`src/rtl/serializer_pkg.sv`:
```
// serializer_pkg
// Shared types and helpers for the serial link blocks (serializer_v3 and the
// planned deserializer).
//   ser_state_t : frame FSM states (IDLE, SHIFT, DONE)
//   cnt_width() : counter width for a down-counter that starts at n-1,
//                 never narrower than one bit.
package serializer_pkg;

  typedef enum logic [1:0] {
    IDLE  = 2'd0,
    SHIFT = 2'd1,
    DONE  = 2'd2
  } ser_state_t;

  // $clog2(n) with a floor of 1, so n = 1 still yields a usable register.
  function automatic int cnt_width(input int n);
    return (n <= 1) ? 1 : $clog2(n);
  endfunction

endpackage

```
`src/rtl/serializer_v3_bit_rate_divider.sv`:
```
// bit_rate_divider
// Bit-period timer for the serializer. A Load starts a period of ClkDiv
// cycles; Tick is high during the last cycle of that period. The timer then
// stops unless it is loaded again, so it never counts below zero.
// Ports:
//   Clk   : clock, rising edge
//   Clr_n : asynchronous active-low reset
//   Load  : start a new bit period (counter <= ClkDiv-1)
//   Abort : stop the timer; takes priority over Load
//   Tick  : last cycle of the current bit period
module bit_rate_divider
  import serializer_pkg::*;
#(
  parameter int ClkDiv = 4
) (
  input  logic Clk,
  input  logic Clr_n,
  input  logic Load,
  input  logic Abort,
  output logic Tick
);

  localparam int              DivW   = cnt_width(ClkDiv);
  localparam logic [DivW-1:0] Reload = DivW'(ClkDiv - 1);

  logic [DivW-1:0] cnt;
  logic            run;

  always_ff @(posedge Clk or negedge Clr_n) begin
    if (!Clr_n) begin
      cnt <= '0;
      run <= 1'b0;
    end else if (Abort) begin
      cnt <= '0;
      run <= 1'b0;
    end else if (Load) begin
      cnt <= Reload;
      run <= 1'b1;
    end else if (run) begin
      // Period over with no reload: park at zero instead of wrapping.
      if (cnt == '0) run <= 1'b0;
      else           cnt <= cnt - 1'b1;
    end
  end

  assign Tick = run & (cnt == '0);

endmodule

```
`src/rtl/serializer_v3.sv`:
```
// serializer_v3
// Parallel-to-serial converter. Takes one frame of NumWords x WordWidth bits
// on a valid/ready handshake and sends it one bit per ClkDiv clocks.
// Parameters:
//   WordWidth : bits per word
//   NumWords  : words per frame (TotalBits = WordWidth*NumWords)
//   ClkDiv    : clocks per serial bit, >= 1
//   MsbFirst  : 1 sends DataIn[TotalBits-1] first, 0 sends DataIn[0] first
// Ports:
//   Clk, Clr_n : clock (rising edge), asynchronous active-low reset
//   DataIn     : frame; word 0 is DataIn[TotalBits-1 -: WordWidth]
//   InValid    : frame on DataIn is valid
//   InReady    : block can accept a frame (registered)
//   Abort      : synchronous kill of the frame in progress
//   SerialOut  : serial data, idles at 0 (registered)
//   BitStrobe  : pulse in the first cycle of each bit (registered)
//   Busy       : frame in progress (registered)
//   Done       : pulse after the last bit has completed (registered)
module serializer_v3
  import serializer_pkg::*;
#(
  parameter int WordWidth = 8,
  parameter int NumWords  = 2,
  parameter int ClkDiv    = 4,
  parameter bit MsbFirst  = 1'b1
) (
  input  logic                            Clk,
  input  logic                            Clr_n,
  input  logic [WordWidth*NumWords-1:0]   DataIn,
  input  logic                            InValid,
  output logic                            InReady,
  input  logic                            Abort,
  output logic                            SerialOut,
  output logic                            BitStrobe,
  output logic                            Busy,
  output logic                            Done
);

  localparam int              TotalBits = WordWidth * NumWords;
  localparam int              BitW      = cnt_width(TotalBits);
  localparam logic [BitW-1:0] LastIdx   = BitW'(TotalBits - 1);

  if (ClkDiv < 1) begin : g_bad_div
    $error("serializer_v3: ClkDiv must be >= 1");
  end

  ser_state_t           state, state_nxt;
  logic [TotalBits-1:0] shreg, shreg_nxt, shreg_adv;
  logic [BitW-1:0]      bitcnt, bitcnt_nxt;
  logic                 ser_nxt, stb_nxt, busy_nxt, done_nxt, rdy_nxt;
  logic                 accept, advance, tick;

  // Bit that goes on the line for a given shift-register image.
  function automatic logic head_bit(input logic [TotalBits-1:0] v);
    return MsbFirst ? v[TotalBits-1] : v[0];
  endfunction

  // The outgoing bit always sits at the head end, so shifting moves the
  // next bit into place.
  assign shreg_adv = MsbFirst ? (shreg << 1) : (shreg >> 1);

  assign accept  = (state == IDLE) & InValid & InReady & ~Abort;
  assign advance = (state == SHIFT) & tick & (bitcnt != '0) & ~Abort;

  bit_rate_divider #(
    .ClkDiv (ClkDiv)
  ) u_div (
    .Clk   (Clk),
    .Clr_n (Clr_n),
    .Load  (accept | advance),
    .Abort (Abort),
    .Tick  (tick)
  );

  // Next-state and next-output logic. Outputs are computed one cycle ahead
  // and registered, so each bit appears in the cycle after the edge that
  // loads it.
  always_comb begin
    state_nxt  = state;
    shreg_nxt  = shreg;
    bitcnt_nxt = bitcnt;
    ser_nxt    = SerialOut;
    stb_nxt    = 1'b0;
    busy_nxt   = Busy;
    done_nxt   = 1'b0;
    rdy_nxt    = InReady;

    if (Abort && (state != IDLE)) begin
      state_nxt = IDLE;
      ser_nxt   = 1'b0;
      busy_nxt  = 1'b0;
      rdy_nxt   = 1'b1;
    end else begin
      unique case (state)
        IDLE: begin
          ser_nxt  = 1'b0;
          busy_nxt = 1'b0;
          rdy_nxt  = 1'b1;
          if (accept) begin
            state_nxt  = SHIFT;
            shreg_nxt  = DataIn;
            bitcnt_nxt = LastIdx;
            ser_nxt    = head_bit(DataIn);
            stb_nxt    = 1'b1;
            busy_nxt   = 1'b1;
            rdy_nxt    = 1'b0;
          end
        end
        SHIFT: begin
          if (tick) begin
            if (bitcnt != '0) begin
              shreg_nxt  = shreg_adv;
              bitcnt_nxt = bitcnt - 1'b1;
              ser_nxt    = head_bit(shreg_adv);
              stb_nxt    = 1'b1;
            end else begin
              state_nxt = DONE;
              ser_nxt   = 1'b0;
              busy_nxt  = 1'b0;
              done_nxt  = 1'b1;
              rdy_nxt   = 1'b0;
            end
          end
        end
        DONE: begin
          state_nxt = IDLE;
          ser_nxt   = 1'b0;
          busy_nxt  = 1'b0;
          rdy_nxt   = 1'b1;
        end
        default: begin
          state_nxt = IDLE;
          ser_nxt   = 1'b0;
          busy_nxt  = 1'b0;
          rdy_nxt   = 1'b1;
        end
      endcase
    end
  end

  always_ff @(posedge Clk or negedge Clr_n) begin
    if (!Clr_n) begin
      state     <= IDLE;
      shreg     <= '0;
      bitcnt    <= '0;
      SerialOut <= 1'b0;
      BitStrobe <= 1'b0;
      Busy      <= 1'b0;
      Done      <= 1'b0;
      InReady   <= 1'b1;
    end else begin
      state     <= state_nxt;
      shreg     <= shreg_nxt;
      bitcnt    <= bitcnt_nxt;
      SerialOut <= ser_nxt;
      BitStrobe <= stb_nxt;
      Busy      <= busy_nxt;
      Done      <= done_nxt;
      InReady   <= rdy_nxt;
    end
  end

endmodule
```
`config.mk`:
```
export PLATFORM = sky130hd
export DESIGN_NAME = serializer_v3
export DESIGN_NICKNAME = d
export VERILOG_FILES = /design/src/rtl/serializer_pkg.sv /design/src/rtl/serializer_v3_bit_rate_divider.sv /design/src/rtl/serializer_v3.sv
export SDC_FILE = /design/constraint.sdc
export NUM_CORES = 1
export LEC_CHECK = 0
export ABC_AREA = 1
export BUFFER_PORTS_ARGS = -buffer_cell sky130_fd_sc_hd__buf_2
export CAP_MARGIN = 20
export CORE_MARGIN = 1
export CORE_UTILIZATION = 50
export CTS_CLUSTER_SIZE = 24
export DETAILED_ROUTE_END_ITERATION = 10
export PLACE_DENSITY = 0.72
export SYNTH_ARGS = -nofsm -noshare
export SYNTH_HDL_FRONTEND = slang
export SYNTH_SLANG_ARGS = --single-unit
```
`constraint.sdc`:
```
create_clock -name Clk -period 2.33 [get_ports Clk]
set_input_delay 0 -clock Clk [delete_from_list [all_inputs] [get_ports Clk]]
set_output_delay 0 -clock Clk [all_outputs]
set_load 0.02 [all_outputs]
```
# == Word-level counts from Yosys, hierarchy flattened ==
# Index checks and enable logic that the tools add are counted.
# op_classes
addsub,2
n_eq_ne,8
muxes,42
bitwise_logic,10
reduce_logical,11
# op_table
op,n
15-bit 2-to-1 mux,3
15-bit one-hot mux with 2 select lines,1
1-bit 2-to-1 mux,21
2-bit 2-to-1 mux,8
4-bit 2-to-1 mux,3
3-bit by 2-bit inequality test with 1-bit output (second input constant),3
1-bit one-hot mux with 2 select lines,4
4-bit one-hot mux with 2 select lines,1
1-bit bitwise AND,7
5-bit AND reduction,1
2-bit logical NOT,2
2-bit inequality test (second input constant),2
2-bit one-hot mux with 2 select lines,1
2-bit AND reduction,2
2-bit nonzero test,2
4-bit nonzero test,1
4-bit by 1-bit subtractor with 4-bit output (second input constant),1
3-bit inequality test (second input constant),1
3-bit AND reduction,1
3-bit nonzero test,1
2-bit by 1-bit == test with 1-bit output (second input constant),1
2-bit by 1-bit inequality test with 1-bit output (second input constant),1
1-bit NOT,2
2-bit by 1-bit subtractor with 2-bit output (second input constant),1
2 further kinds,2
# totals
regBits,29
inputBits,20
elab_cells,83

# == Longest topological paths before layout ==
# Gate-level depths: netlist of the first run.
# depth
depth_word,8
ltp_mapped,9
mapped_depth_nobuf,9

# == Modules after synthesis ==
# From an unflattened synthesis of the first run, not the netlist that was laid out.
# hier_totals
hier_cells,203
hier_area_um2,1507.7
# by_module_without_submodules
module,n_inst,cells_per_inst,area_each_um2
serializer_v3,1,181,1338.8
bit_rate_divider,1,22,168.9

# == Least setup slack after synthesis of the first run ==
# Ideal clock, no wire load.
# synth_timing
kind,reg-to-reg
start,register bitcnt[0]
end,register bitcnt[3]
arrival_time_ns,1.225
required_ns,2.211
path_slack_ns,0.986
path_stages_with_launch,9
period_less_slack_ns,1.344
cell_sequence,dfrtp_1 > inv_1 > ha_1 > nand2_1 > nand3_4 > nand2_4 > buf_12 > o21ai_2 > nand2_2
# synth_via
elab_chain_len,4
elab_cells_between_ends,7
# synth_lines
element,line_no,source
from (decl),serializer_v3.sv:49,"logic [BitW-1:0] bitcnt, bitcnt_nxt;"
from (signal assigned),serializer_v3.sv:154,bitcnt <= bitcnt_nxt;
4-bit by 1-bit subtractor with 4-bit output,serializer_v3.sv:113,bitcnt_nxt = bitcnt - 1'b1;
4-bit 2-to-1 mux,serializer_v3.sv:111,if (bitcnt != '0) begin
4-bit 2-to-1 mux,serializer_v3.sv:110,if (tick) begin
4-bit one-hot mux with 2 select lines,serializer_v3.sv:94,unique case (state)
# Parallel ways exist; a longest one is shown, timed or not. The select of a mux whose other input is x is not followed.
# A chain may end at the register's enable or synchronous reset.

# == Worst setup path in the final report of the first run ==
# layout_timing
start,register u_div.cnt[0]
end,register bitcnt[2]
# layout_via
elab_chain_len,4
# layout_lines
element,line_no,source
from (decl),serializer_v3_bit_rate_divider.sv:26,logic [DivW-1:0] cnt;
from (signal assigned),serializer_v3_bit_rate_divider.sv:37,cnt <= Reload;
from (signal assigned),serializer_v3_bit_rate_divider.sv:42,else cnt <= cnt - 1'b1;
2-bit logical NOT,serializer_v3_bit_rate_divider.sv:46,assign Tick = run & (cnt == '0);
1-bit bitwise AND,serializer_v3_bit_rate_divider.sv:46,
2-bit inequality test (no source line),-,
5-bit AND reduction (no source line),-,
# Every way passes these cells.

==> results.txt, run 1 <==
Worst-path clk slew - 90 ps
Setup violators final - 0
Cell Area, Synth - 1595 um^2
Hold/Removal Path Class - input pin to register
Die Footprint - 3421 um^2
Largest family of logic cells by synthesized area - simple AND/OR/NAND/NOR gates
CP endpoint kind - register
Library cells used by synthesis - 24
Fraction of registers with async set/reset - 1.000
Ys flop type - dfrtp_1
Critical path class - register to register
Residual DRC - 0
Post-synthesis mux area share - 0
Clock root buffer - clkbuf_4
Worst slew pin tran - 648.8 ps
Gate Count Post-Synth - 180
Worst Path Max Fanout - 33
Io pins - 25
Tcrit/Tclk final - 0.7667
Req. time, crit path - 2580 ps
Most common cell in the netlist - nand2_1
CP Data Arrival Time - 2030 ps
Initial Util - 0.5269
Avg Inst Size Synth - 8.863 um^2
Initial antenna violation count - 0
Via count - 1218
Count of flip-flops with a built-in enable after synthesis - 0
Overflow after GRT - 0
Total of warnings raised by yosys - 0
Critical-path cell list - inv_1 > ha_1 > nand2_1 > nor2_4 > nand3_4 > nand2_4 > o21ai_0 > o21ai_2
Ranking of synthesized cells by area - dfrtp_1 44%, o21ai_2 8.8%, nand2_1 7.3%
Compound-cell area share of the yosys netlist - 0.1522
Pre-antenna DRT Iters - 4
Post-DP Area - 1703 um^2
Post-synth top area cell - dfrtp_1
Layout Skew - 9.597 ps
Worst setup margin - 543.7 ps
Tmin final - 1786 ps
Synth top area share - 0.4392
Finished Cell Area - 1828 um^2
Mapped Nets - 202
Share of post-route cells with drive strength above 1 - 0.3365
Power Density - 833.1 nW/um^2
ANT nets after route - 0
GRT Total Usage - 0.1967
Static Leak - 0.9195 nW
Starting DRT DRC Count - 33
Synth cell count leaders - 31 x nand2_1, 28 x dfrtp_1, 28 x inv_1, 16 x o21ai_2, 15 x nand2_2
Synthesis-stage register bit count - 29
Vias in the first global route - 1160
Synth Area in Adders - 0.01569
Worst setup SP type - register
Final hold viol count - 0
Achievable Freq - 559.8 MHz
Core area - 3028 um^2
Seq/Total Area, Yosys - 0.4557
Area grow syn2layout - 14.59%
# Max-Cap Violations - 0
Final core occ - 0.6037
CTS resizes - 0
Ant diodes - 0
Nets - 232
Finished Layout Cells - 255
Max H-tree Level - 2
Clock sink count - 29
Final Max Slew Viols - 0
DP Worst Slack - 561.6 ps
Clock Latency Late Sink - 320 ps
CTS tree - done
Wire per inst - 10.91 um
Row count - 20
Die H - 58.49 um
First-pass GRT wire length - 4899 um
Via density - 4.776
Slew headroom - 0.5674
Pin count of the biggest net entering global routing - 34
Status - complete, no violations
Highest-delay cell along the critical path - dfrtp_1
Die width - 58.49 um
Clock buffer depth - 2
Port Buf Inserts - 24
Placed insts - 243
RSZ-0062 raised after global routing - no
DP HPWL - 1958 um
Num CTS Buffers - 5
CP peak stage delay - 410 ps
Placer Congestion - 0.8514
Setup tns final - 0 ps
Drt total wl - 2781 um
Max VDD drop - 0.0005796 V
Post-Synth XOR/XNOR Area - 0.01098
Simple-gate portion of the synthesized area - 0.2502
Total setup buffers inserted after CTS - 0
## per-layer routing
| metal | track usage | part of all wire | up-vias |
|---|---|---|---|
| met5 | 0 | 0 | - |
| met4 | 0.09184 | 0.018 | 0 |
| met3 | 0.06593 | 0.036 | 4 |
| met2 | 0.3300 | 0.50 | 21 |
| met1 | 0.2277 | 0.45 | 562 |
| li1 | - | - | 631 |
## stage by stage
stage / hold WS (ps) / power [mW]
after floorplan: -295.6 / 1.027
after global placement: 49.47 / 1.083
after detailed placement: 62.88 / 1.106
after CTS: 2.965 / 1.542
after global routing: 8.607 / 1.630
final: 11.08 / 1.523
## worst paths after layout
| check | endpoint | depth (start not counted) | startpoint | slack, ps |
|---|---|---|---|---|
| setup / recovery | bitcnt[2] | 8 | u_div.cnt[0] | 540 |
| hold / removal | shreg[11] | 5 | DataIn[11] | 10 |
| setup reg to reg | bitcnt[2] | 8 | u_div.cnt[0] | 540 |
| hold reg to reg | shreg[14] | 2 | shreg[14] | 510 |
| max in group asynchronous | shreg[9] | 2 | Clr_n | 1680 |
| min in group asynchronous | bitcnt[3] | 2 | Clr_n | 230 |
## cell type report
| class | count | area [um^2] |
|---|---|---|
| timing repair buffer | 29 | 167.7 |
| inverter | 29 | 108.9 |
| fill | 279 | 1200 |
| sequential | 29 | 726.9 |
| tap | 44 | 55.05 |
| clock inverter | 1 | 30.03 |
| multi-input combinational | 116 | 684.4 |
| clock buffer | 7 | 55.05 |
## sequential cells by signal (all words and copies together) (netlist names)
register   flops
u_div.run      1
Done           1
SerialOut      1
InReady        1
state          2
u_div.cnt      2
BitStrobe      1
Busy           1
shreg         15
bitcnt         4
## report_power, final
group	switching (mW)	internal (mW)	total (mW)
clock network	0.169	0.256	0.426
logic	0.261	0.161	0.422
registers	0.0512	0.624	0.675
total	0.481	1.04	1.52
## what timing repair did
action,in CTS,in global routing
hold buffers,4,0
endpoints found under the hold margin,32,0
endpoints found under the setup margin,0,0
## cells by family (layout without fill, tap and decap cells)
| group | after synthesis | count (layout) |
|---|---|---|
| buffers and inverters | 35 | 66 |
| xor gates and xnor gates | 2 | 2 |
| AOI/OAI and AO/OA | 36 | 36 |
| DFF | 29 | 29 |
| adders and majority gates | 2 | 2 |
| and+or+nand+nor | 76 | 76 |
## critical path: cells and delay by family, from the launching register on
kind | cells | cell delay (ps)
and+or+nand+nor | 4 | 770
AOI/OAI and AO/OA | 2 | 290
adders and majority gates | 1 | 170
DFF | 1 | 410
buffers and inverters | 1 | 70
## placed cells by master (no fill, tap or decap), types with 2 or more instances in the layout
cell type      count
o21ai_1            2
a21oi_1            3
nor2_1             8
nor2_2             2
o21ai_0           14
dfrtp_1           28
o21ai_2           16
inv_1             28
ha_1               2
nand4_1            2
xor2_1             2
dlygate4sd3_1      4
clkbuf_4           5
nand3_1           13
nand2_2           15
buf_2             24
nand2_1           31
No activity file was read; power rests on OpenSTA's default activity.
==> run 2: changes to the inputs <==
Settings changed: ABC_AREA 1 to 0.
Clock period 2.33 ns to 1.86 ns, I/O delays scaled along.
==> run 2 against run 1 <==
Net effect:
- via count down 4.1%
- core utilization up 6.9 points
- routed wire length up 8.0%
- sequential power up 24%
- die area down 8.1%
- non-clock buffer count up 19
- worst setup slack worse by 400 ps
- register-to-register slack worse by 400 ps
- synthesized cell count down 26%
- hold slack better by 120 ps
- clock power up 5.6%
- sequential cell count unchanged
- critical endpoint is now shreg[6]
- largest cell class unchanged
- highest routed layer unchanged
==> results.txt, run 2 <==
Max VDD drop - 0.0006322 V
Pre-antenna DRT Iters - 4
Placer Congestion - 0.7579
Mapped Nets - 155
Core area - 2758 um^2
Residual DRC - 0
Die width - 56.06 um
CP endpoint - shreg[6]
Critical-path cell list - inv_1 > ha_1 > nor3b_4 > nor3_1 > o21ba_2 > buf_4 > a21oi_1
Layout Skew - 6.451 ps
Synth top area share - 0.4795
Vias in the first global route - 1175
Critical R2R Capture - shreg[6]
CP peak stage delay - 410 ps
Synth cell count leaders - 28 x dfrtp_1, 16 x nor3_1, 14 x mux2i_1, 12 x nand2_1
CTS tree - done
Total setup buffers inserted after CTS - 0
Highest-delay cell along the critical path - dfrtp_1
Gate Count Post-Synth - 133
# Max-Cap Violations - 0
Most common cell in the netlist - dfrtp_1
Max H-tree Level - 2
Static Leak - 0.8210 nW
Worst-path clk slew - 100 ps
Starting DRT DRC Count - 28
DP Worst Slack - 122.8 ps
Fraction of registers with async set/reset - 1.000
Count of flip-flops with a built-in enable after synthesis - 0
Via density - 5.509
Status - complete, no violations
Setup violators final - 0
Via count - 1168
GRT Total Usage - 0.2184
Worst setup margin - 138.7 ps
Regs by FF count - shreg (15), bitcnt (4)
ANT nets after route - 0
Ant diodes - 0
CP Data Arrival Time - 1980 ps
Clock sink count - 29
First-pass GRT wire length - 5175 um
Most common cell after layout, fill and taps aside - dfrtp_1
Reg2Reg Depth - 7
Max reg flops - 15
Row count - 19
Critical path class - register to register
Initial Util - 0.5299
Cell Area, Synth - 1461 um^2
Tcrit/Tclk final - 0.9254
Top reg by flops - shreg
DP HPWL - 1966 um
Worst r2r src - bitcnt[0]
Slew headroom - 0.5797
Worst slew pin tran - 630.5 ps
Worst Path Max Fanout - 9
Clock buffer depth - 2
Port Buf Inserts - 24
Tmin final - 1721 ps
Slack of the worst reg-to-reg path - 140 ps
RSZ-0062 raised after global routing - no
Worst setup SP type - register
Nets - 202
Die H - 56.06 um
Clock root buffer - clkbuf_4
Area grow syn2layout - 26.97%
Worst Setup SP - bitcnt[0]
Avg Inst Size Synth - 10.99 um^2
Most frequent cells in the layout - 28 x dfrtp_1, 24 x buf_2, 18 x dlygate4sd3_1
Post-synth top area cell - dfrtp_1
Share of post-route cells with drive strength above 1 - 0.3039
Power Density - 911.3 nW/um^2
Fin Hold WS - 131.3 ps
Synthesis-stage register bit count - 29
Drt total wl - 3004 um
CP endpoint kind - register
Setup tns final - 0 ps
Ranking of synthesized cells by area - dfrtp_1 48%, mux2i_1 9.6%, nor3_1 5.5%
Ys flop type - dfrtp_1
Total of warnings raised by yosys - 0
Io pins - 25
Pin count of the biggest net entering global routing - 30
Final Max Slew Viols - 0
Clock Latency Late Sink - 330 ps
Library cells used by synthesis - 33
Num CTS Buffers - 5
Final hold viol count - 0
Hold/Removal Path Class - input pin to register
Achievable Freq - 581.0 MHz
Req. time, crit path - 2120 ps
Die Footprint - 3143 um^2
Seq/Total Area, Yosys - 0.4974
Initial antenna violation count - 0
Total power - 1.691 mW
Wire per inst - 14.17 um
Overflow after GRT - 0
==> run 2: critical path, delay by kind of cell (launching register included) <==
family | cells | cell delay [ps]
DFF | 1 | 410
adders and majority gates | 1 | 190
buffers and inverters | 2 | 250
and+or+nand+nor | 2 | 420
AOI/OAI and AO/OA | 2 | 390
==> run 2: repair_timing <==
action / in CTS / in global routing
hold buffers: 18 / 0
endpoints found under the hold margin: 47 / 0
endpoints found under the setup margin: 0 / 10
gates resized for setup: 0 / 1
==> run 2: cells by family (layout without fill, tap and decap cells) <==
| logic type | count (synthesis) | after routing | synth area share |
|---|---|---|---|
| mux | 14 | 14 | 0.09589 |
| compound gates | 28 | 28 | 0.1379 |
| simple gates | 46 | 46 | 0.1918 |
| buf+inv | 13 | 61 | 0.05393 |
| xor+xnor | 1 | 1 | 0.005994 |
| fa+ha+maj | 2 | 2 | 0.01712 |
| flops | 29 | 29 | 0.4974 |
==> run 2: stage by stage <==
stage / util / cells / area [um^2]
after global placement: 0.5821 / 186 / 1605
final: 0.6729 / 212 / 1856
after global routing: 0.6729 / 212 / 1856
after detailed placement: 0.5821 / 186 / 1605
after CTS: 0.6729 / 212 / 1856
after floorplan: - / 133 / 1461
==> run 2: area by class of cell <==
class,instances,area (um^2)
timing repair buffer,48,345.3
tap,31,38.79
clock buffer,7,65.06
clock inverter,1,5.005
multi-input combinational,91,655.6
fill,214,902.1
sequential,29,726.9
inverter,5,18.77
==> run 2: worst min path at each step <==
stage | to | startpoint | cells after the start | slack [ps]
2_1_floorplan | BitStrobe | Clr_n | 0 | -300
3_3_place_gp | u_div.cnt[0] | Clr_n | 1 | 60
3_5_place_dp | SerialOut | Clr_n | 1 | 60
4_1_cts | Busy | InValid | 4 | 130
5_1_grt | state[0] | InValid | 4 | 180
6_report | state[0] | InValid | 4 | 130
==> run 2: layer usage <==
| metal | vias up | wire length, um | GRT usage | part of all wire |
|---|---|---|---|---|
| li1 | 572 | - | - | - |
| met1 | 560 | 1370 | 0.2462 | 0.46 |
| met2 | 29 | 1465 | 0.3827 | 0.49 |
| met3 | 7 | 96 | 0.04884 | 0.032 |
| met4 | 0 | 71 | 0.1150 | 0.024 |
| met5 | - | 0 | 0 | 0 |
==> run 2: power by group <==
| part | switching, mW | internal, mW |
|---|---|---|
| clock | 0.231 | 0.219 |
| combinational | 0.201 | 0.200 |
| sequential | 0.0900 | 0.750 |
| total | 0.522 | 1.17 |
